File: config.mk
export PLATFORM = sky130hd
export DESIGN_NAME = sig_check_engine
export DESIGN_NICKNAME = d
export VERILOG_FILES = /design/src/rtl/sig_check_engine.sv
export SDC_FILE = /design/constraint.sdc
export NUM_CORES = 1
export LEC_CHECK = 0
export ABC_CLOCK_PERIOD_IN_PS = 4950
export BUFFER_PORTS_ARGS = -buffer_cell sky130_fd_sc_hd__buf_4
export CORE_AREA = 2 2 135 235
export CTS_CLUSTER_SIZE = 25
export DETAILED_ROUTE_END_ITERATION = 12
export DIE_AREA = 0 0 137 237
export PLACE_DENSITY_LB_ADDON = 0.12
export REMOVE_ABC_BUFFERS = 1
export SLEW_MARGIN = 20
export SYNTH_ARGS = -nofsm -noshare
export SYNTH_HDL_FRONTEND = slang
export SYNTH_SLANG_ARGS = --single-unit
File: constraint.sdc
create_clock -name clk -period 4.95 [get_ports clk]
set_clock_uncertainty 0.15 [all_clocks]
set_input_delay 0.495 -clock clk [delete_from_list [all_inputs] [get_ports clk]]
set_output_delay 0.495 -clock clk [all_outputs]
set_load 0.05 [all_outputs]
File: src/rtl/sig_check_engine.sv
// Run-and-check controller: holds the core in reset, runs it until halt or budget expiry,
// then streams the signature region of data memory against expected memory and reports.
module sig_check_engine #(
   parameter int unsigned DATA_W     = 32,
   parameter int unsigned DM_ADDR_W  = 8,
   parameter int unsigned EXP_ADDR_W = 8,
   parameter int unsigned SIG_BASE   = 'h40,
   parameter int unsigned RST_CYCLES = 2,
   parameter int unsigned MAX_CYCLES = 100,
   parameter bit          USE_HALT   = 1'b1
) (
   input  logic                  clk,
   input  logic                  rst,
   input  logic                  start,
   input  logic [EXP_ADDR_W:0]   sig_len,
   input  logic                  halt,
   output logic                  cpu_rst,
   output logic [DM_ADDR_W-1:0]  dm_rd_addr,
   input  logic [DATA_W-1:0]     dm_rd_data,
   output logic [EXP_ADDR_W-1:0] exp_rd_addr,
   input  logic [DATA_W-1:0]     exp_rd_data,
   output logic                  busy,
   output logic                  done,
   output logic                  pass,
   output logic                  timeout,
   output logic [EXP_ADDR_W:0]   err_cnt,
   output logic [EXP_ADDR_W-1:0] first_err_idx,
   output logic [DATA_W-1:0]     first_err_got,
   output logic [DATA_W-1:0]     first_err_exp
);

   localparam int unsigned LenW = EXP_ADDR_W + 1;
   localparam logic [LenW-1:0] MaxLen = {1'b1, {EXP_ADDR_W{1'b0}}};

   typedef enum logic [2:0] {
      StIdle,
      StHold,
      StRun,
      StRead,
      StDrain,
      StDone
   } state_e;

   state_e                state_q, state_d;
   logic [31:0]           cnt_q, cnt_d;
   logic [LenW-1:0]       len_q, len_d;
   logic [LenW-1:0]       rd_cnt_q, rd_cnt_d;
   logic [EXP_ADDR_W-1:0] exp_addr_q, exp_addr_d;
   logic [DM_ADDR_W-1:0]  dm_addr_q, dm_addr_d;
   logic                  cmp_vld_q, cmp_vld_d;
   logic [EXP_ADDR_W-1:0] cmp_idx_q, cmp_idx_d;
   logic [LenW-1:0]       err_cnt_q, err_cnt_d;
   logic                  timeout_q, timeout_d;
   logic [EXP_ADDR_W-1:0] first_idx_q, first_idx_d;
   logic [DATA_W-1:0]     first_got_q, first_got_d;
   logic [DATA_W-1:0]     first_exp_q, first_exp_d;
   logic                  go_read;

   always_comb begin
      state_d     = state_q;
      cnt_d       = cnt_q;
      len_d       = len_q;
      rd_cnt_d    = rd_cnt_q;
      exp_addr_d  = exp_addr_q;
      dm_addr_d   = dm_addr_q;
      err_cnt_d   = err_cnt_q;
      timeout_d   = timeout_q;
      first_idx_d = first_idx_q;
      first_got_d = first_got_q;
      first_exp_d = first_exp_q;
      go_read     = 1'b0;

      unique case (state_q)
         StIdle, StDone: begin
            if (start) begin
               len_d       = (sig_len > MaxLen) ? MaxLen : sig_len;
               cnt_d       = '0;
               err_cnt_d   = '0;
               timeout_d   = 1'b0;
               first_idx_d = '0;
               first_got_d = '0;
               first_exp_d = '0;
               state_d     = StHold;
            end
         end
         StHold: begin
            if (cnt_q == 32'(RST_CYCLES - 1)) begin
               cnt_d   = '0;
               state_d = StRun;
            end else begin
               cnt_d = cnt_q + 32'd1;
            end
         end
         StRun: begin
            // Halt takes priority over a coinciding budget expiry.
            if (USE_HALT && halt) begin
               go_read = 1'b1;
            end else if (cnt_q == 32'(MAX_CYCLES - 1)) begin
               go_read   = 1'b1;
               timeout_d = USE_HALT;
            end else begin
               cnt_d = cnt_q + 32'd1;
            end
            if (go_read) begin
               state_d  = StRead;
               rd_cnt_d = '0;
               if (len_q != '0) begin
                  exp_addr_d = '0;
                  dm_addr_d  = DM_ADDR_W'(SIG_BASE);
               end
            end
         end
         StRead: begin
            if (len_q == '0) begin
               state_d = StDone;
            end else if (rd_cnt_q == (len_q - LenW'(1))) begin
               state_d = StDrain;
            end else begin
               rd_cnt_d   = rd_cnt_q + LenW'(1);
               exp_addr_d = exp_addr_q + EXP_ADDR_W'(1);
               dm_addr_d  = dm_addr_q + DM_ADDR_W'(1);
            end
         end
         StDrain: state_d = StDone;
         default: state_d = StIdle;
      endcase

      // Compare stage sees read data one cycle after the address was issued.
      cmp_vld_d = (state_q == StRead) && (len_q != '0);
      cmp_idx_d = exp_addr_q;
      if (cmp_vld_q && (dm_rd_data != exp_rd_data)) begin
         err_cnt_d = err_cnt_q + LenW'(1);
         if (err_cnt_q == '0) begin
            first_idx_d = cmp_idx_q;
            first_got_d = dm_rd_data;
            first_exp_d = exp_rd_data;
         end
      end
   end

   always_ff @(posedge clk or posedge rst) begin
      if (rst) begin
         state_q     <= StIdle;
         cnt_q       <= '0;
         len_q       <= '0;
         rd_cnt_q    <= '0;
         exp_addr_q  <= '0;
         dm_addr_q   <= '0;
         cmp_vld_q   <= 1'b0;
         cmp_idx_q   <= '0;
         err_cnt_q   <= '0;
         timeout_q   <= 1'b0;
         first_idx_q <= '0;
         first_got_q <= '0;
         first_exp_q <= '0;
      end else begin
         state_q     <= state_d;
         cnt_q       <= cnt_d;
         len_q       <= len_d;
         rd_cnt_q    <= rd_cnt_d;
         exp_addr_q  <= exp_addr_d;
         dm_addr_q   <= dm_addr_d;
         cmp_vld_q   <= cmp_vld_d;
         cmp_idx_q   <= cmp_idx_d;
         err_cnt_q   <= err_cnt_d;
         timeout_q   <= timeout_d;
         first_idx_q <= first_idx_d;
         first_got_q <= first_got_d;
         first_exp_q <= first_exp_d;
      end
   end

   assign cpu_rst       = (state_q != StRun);
   assign busy          = (state_q == StHold) || (state_q == StRun) ||
                          (state_q == StRead) || (state_q == StDrain);
   assign done          = (state_q == StDone);
   assign pass          = done && (err_cnt_q == '0) && !timeout_q;
   assign timeout       = timeout_q;
   assign err_cnt       = err_cnt_q;
   assign first_err_idx = first_idx_q;
   assign first_err_got = first_got_q;
   assign first_err_exp = first_exp_q;
   assign dm_rd_addr    = dm_addr_q;
   assign exp_rd_addr   = exp_addr_q;

endmodule

==> metrics.log <==
[metrics] startpoint of the most critical setup path: len_q[0]
[metrics] average cell area after synthesis: 9.05 µm²
[metrics] ports placed on the boundary: 179
[metrics] post-synthesis simple-gate area fraction: 0.233
[metrics] area share of fa/ha/maj cells after synthesis: 0.0141
[metrics] number of buffers added by the clock tree synthesis step: 17
[metrics] number of storage elements in the synthesis netlist: 160
[metrics] vertical die dimension: 237 µm
[metrics] XOR/XNOR Fraction of Synth Area: 0.0950
[metrics] hold-fix buffers at CTS: 1
[metrics] final wirelength: 22700 µm
[metrics] count of TritonRoute iterations in the first routing pass: 4
[metrics] summed area of non-filler cells in the final layout: 0.0102 mm²
[metrics] power density over the cells: 603 mW/mm²
[metrics] via count of the first global-routing pass: 6767
[metrics] Die ar.: 0.0325 mm²
[metrics] total congestion overflow after global routing: 0
[metrics] hpwl dp: 16400 µm
[metrics] setup repair after global routing missed its margin: false
[metrics] TritonCTS clock tree: done
[metrics] Worst Path Class, Setup: reg2reg
[metrics] drt wl/cell: 15.8 µm
[metrics] root buf cell: sky130_fd_sc_hd__clkbuf_16
[metrics] commonest cells after routing, fill and taps aside: sky130_fd_sc_hd__nand2_1, sky130_fd_sc_hd__buf_4, sky130_fd_sc_hd__dfrtp_1, sky130_fd_sc_hd__o21ai_0, sky130_fd_sc_hd__nor2_1
[metrics] Relative slew margins: 0.420
[metrics] number of cell rows: 85
[metrics] area fraction of the dominant cell type after synthesis: 0.511
[metrics] starting density of the core: 0.256
[metrics] IR drop worst, VDD: 295 µV
[metrics] Final Net Count: 1116
[metrics] number of buffers inserted to repair setup after CTS: 0
[metrics] number of vias per cell: 4.59
[metrics] maximum number of pins on one net before global-route repair: 101
[metrics] main combinational cell family by area after synthesis: simple AND/OR/NAND/NOR gates
[metrics] Final Slew Violations: 0
[metrics] leakage power figure: 4.63 nW
[metrics] global placement routability congestion: 0.743
[metrics] clock latency reported for the late side of the worst-skew pair: 0.43 ns
[metrics] reported max-cap violation count: 0
[metrics] status: finished clean
[metrics] die outline width: 137 µm
[metrics] startpoint types: flip-flop
[metrics] number of warning messages in the yosys log: 0
[metrics] number of clock sinks: 160
[metrics] sum of negative setup slack: 0 ns
[metrics] Final Critical Period: 3.47 ns
[metrics] count of buffers from port buffering: 178
[metrics] synth top area cells: sky130_fd_sc_hd__dfrtp_1, sky130_fd_sc_hd__nand2_1, sky130_fd_sc_hd__xor2_1
[metrics] async set-reset flop share out of synthesis: 1.00
[metrics] number of enable-type register cells in the synthesized netlist: 0
[metrics] Total GRT Usage: 0.144
[metrics] Placed Cells incl. Taps: 1401
[metrics] fraction of the cycle the final worst path needs: 0.700
[metrics] area growth from synthesis to layout: 30.1%
[metrics] commonest non-fill, non-tap cell in the layout: sky130_fd_sc_hd__nand2_1
[metrics] Reg-to-Reg Start: len_q[0]
[metrics] leading area contributor after synthesis: sky130_fd_sc_hd__dfrtp_1
[metrics] required time reported for the critical path endpoint: 5.11 ns
[metrics] diode count: 0
[metrics] endpoint type of the worst setup path: flip-flop
[metrics] hold crit path type: in2reg
[metrics] number of cells produced by synthesis: 866
[metrics] Antenna Violating Nets Remaining: 0
[metrics] setup slack of the most critical reg-to-reg path: 1.48 ns
[metrics] DRC violation count after routing: 0
[metrics] number of distinct library cell variants in the gate-level netlist after synthesis: 58
[metrics] number of DRC markers in iteration 0: 313
[metrics] hold wc startpoint: exp_rd_data[9]
[metrics] share of synthesized area occupied by flip-flops and latches: 0.511
[metrics] number of H-tree branching levels: 4
[metrics] Final setup violation count: 0
[metrics] prevailing post-synth register cell: sky130_fd_sc_hd__dfrtp_1
[metrics] number of antenna violations at the first check in global routing: 0
[metrics] clock-pin slew on the worst setup and hold paths: 0.07 ns
[metrics] Max Freq: 289 MHz
[metrics] clock tree buffer depth: 2
[metrics] Arrival @ worst endpoint: 3.63 ns
[metrics] portion of netlist area occupied by mux cells: 0.00559
[metrics] total cell area at the placement stage: 0.00958 mm²
[metrics] netlist area before placement: 0.00784 mm²
[metrics] final hold viol count: 0
[metrics] share of layout cells above drive strength 1: 0.225
[metrics] Core Box Area: 0.0306 mm²
[metrics] worst hold slack after final layout: 0.134 ns
[metrics] maximum fanout along the worst path: 22
[metrics] global-route wire length before repair: 36500 µm
[metrics] Non-Filler Instances: 1434
[metrics] number of gates given a new drive strength after cts: 0
[metrics] actual slew at the worst max-slew pin: 0.867 ns
[metrics] routed via count: 6588
[metrics] Synth Area in Compound Gates: 0.111
## worst paths after layout
| kind | end | depth (start not counted) |
|---|---|---|
| worst max-delay path | dm_rd_addr[0] | 9 |
| worst min-delay path | first_err_exp[9] | 3 |
| worst max register to register | dm_rd_addr[0] | 9 |
| worst min register to register | first_err_idx[1] | 2 |
| max in group asynchronous | exp_rd_addr[7] | 4 |
| min in group asynchronous | len_q[1] | 3 |
## report_power, final
group / switching (mW) / total, mW / internal, mW
sequential: 0.318 / 1.97 / 1.65
combinational: 2.03 / 2.88 / 0.857
clock: 0.550 / 1.29 / 0.744
total: 2.90 / 6.14 / 3.25
## per-stage QoR
stage          total power [mW]   util  worst slack, ns
2_1_floorplan              3.89      -           -0.818
3_3_place_gp               4.89  0.313             1.27
3_5_place_dp               4.91  0.313             1.26
4_1_cts                    6.23  0.332             1.40
5_1_grt                    6.57  0.333             1.19
6_report                   6.14  0.333             1.48
## registers in the layout, indices dropped and copies added (netlist names)
name / count
exp_rd_addr: 8
timeout: 1
first_err_idx: 8
cnt_q: 32
rd_cnt_q: 9
state_q: 3
first_err_got: 32
dm_rd_addr: 8
first_err_exp: 32
cmp_vld_q: 1
len_q: 9
err_cnt: 9
cmp_idx_q: 8
## routing by layer
metal,vias to the layer above,track usage,wire length [µm],part of all wire
met3,20,0.0285,1000,0.044
met5,-,0,0,0
met2,139,0.259,12000,0.53
met4,0,0.0584,463,0.020
met1,3168,0.164,9240,0.41
li1,3261,-,-,-
## cells in the mapped netlist (8+ instances only)
library cell                 n
sky130_fd_sc_hd__dfrtp_1   160
sky130_fd_sc_hd__and3_1      9
sky130_fd_sc_hd__nor4_1     17
sky130_fd_sc_hd__nand3_1    43
sky130_fd_sc_hd__ha_1        8
sky130_fd_sc_hd__o21ai_0   101
sky130_fd_sc_hd__clkbuf_1   35
sky130_fd_sc_hd__a21oi_1    15
sky130_fd_sc_hd__nand4_1    15
sky130_fd_sc_hd__nand2b_1   14
sky130_fd_sc_hd__nor3_1     12
sky130_fd_sc_hd__nand2_1   191
sky130_fd_sc_hd__or3_1       8
sky130_fd_sc_hd__nor2_1     67
sky130_fd_sc_hd__inv_1      19
sky130_fd_sc_hd__xor2_1     60
sky130_fd_sc_hd__xnor2_1    25
## worst max-delay path, cell delays in order (launching register included)
cell                        delay [ns]
sky130_fd_sc_hd__dfrtp_1          0.44
sky130_fd_sc_hd__inv_1            0.07
sky130_fd_sc_hd__ha_1             0.27
sky130_fd_sc_hd__o21ba_2          0.22
sky130_fd_sc_hd__a221o_1          0.34
sky130_fd_sc_hd__a2111oi_1        0.49
sky130_fd_sc_hd__o21ai_2          0.18
sky130_fd_sc_hd__o21ai_2          0.66
sky130_fd_sc_hd__nor2_1           0.22
sky130_fd_sc_hd__mux2_2           0.31
## cells by family (layout without fill, tap and decap cells)
group	count (synthesis)	after routing
AOI/OAI and AO/OA	148	148
xor gates and xnor gates	85	85
adders and majority gates	9	9
buffers and inverters	60	237
DFF	160	160
muxes	4	4
and+or+nand+nor	400	400
## layout make-up
cell class                      instances  area, µm²
Fill cell                            3274      20400
Sequential cell                       160       4000
Multi-Input combinational cell        646       3610
Timing Repair Buffer                  187       1440
Tap cell                              391        489
Clock buffer                           23        488
Clock inverter                          8       80.1
Inverter                               19       76.3
Note: power is estimated with default switching activity, not from simulation.
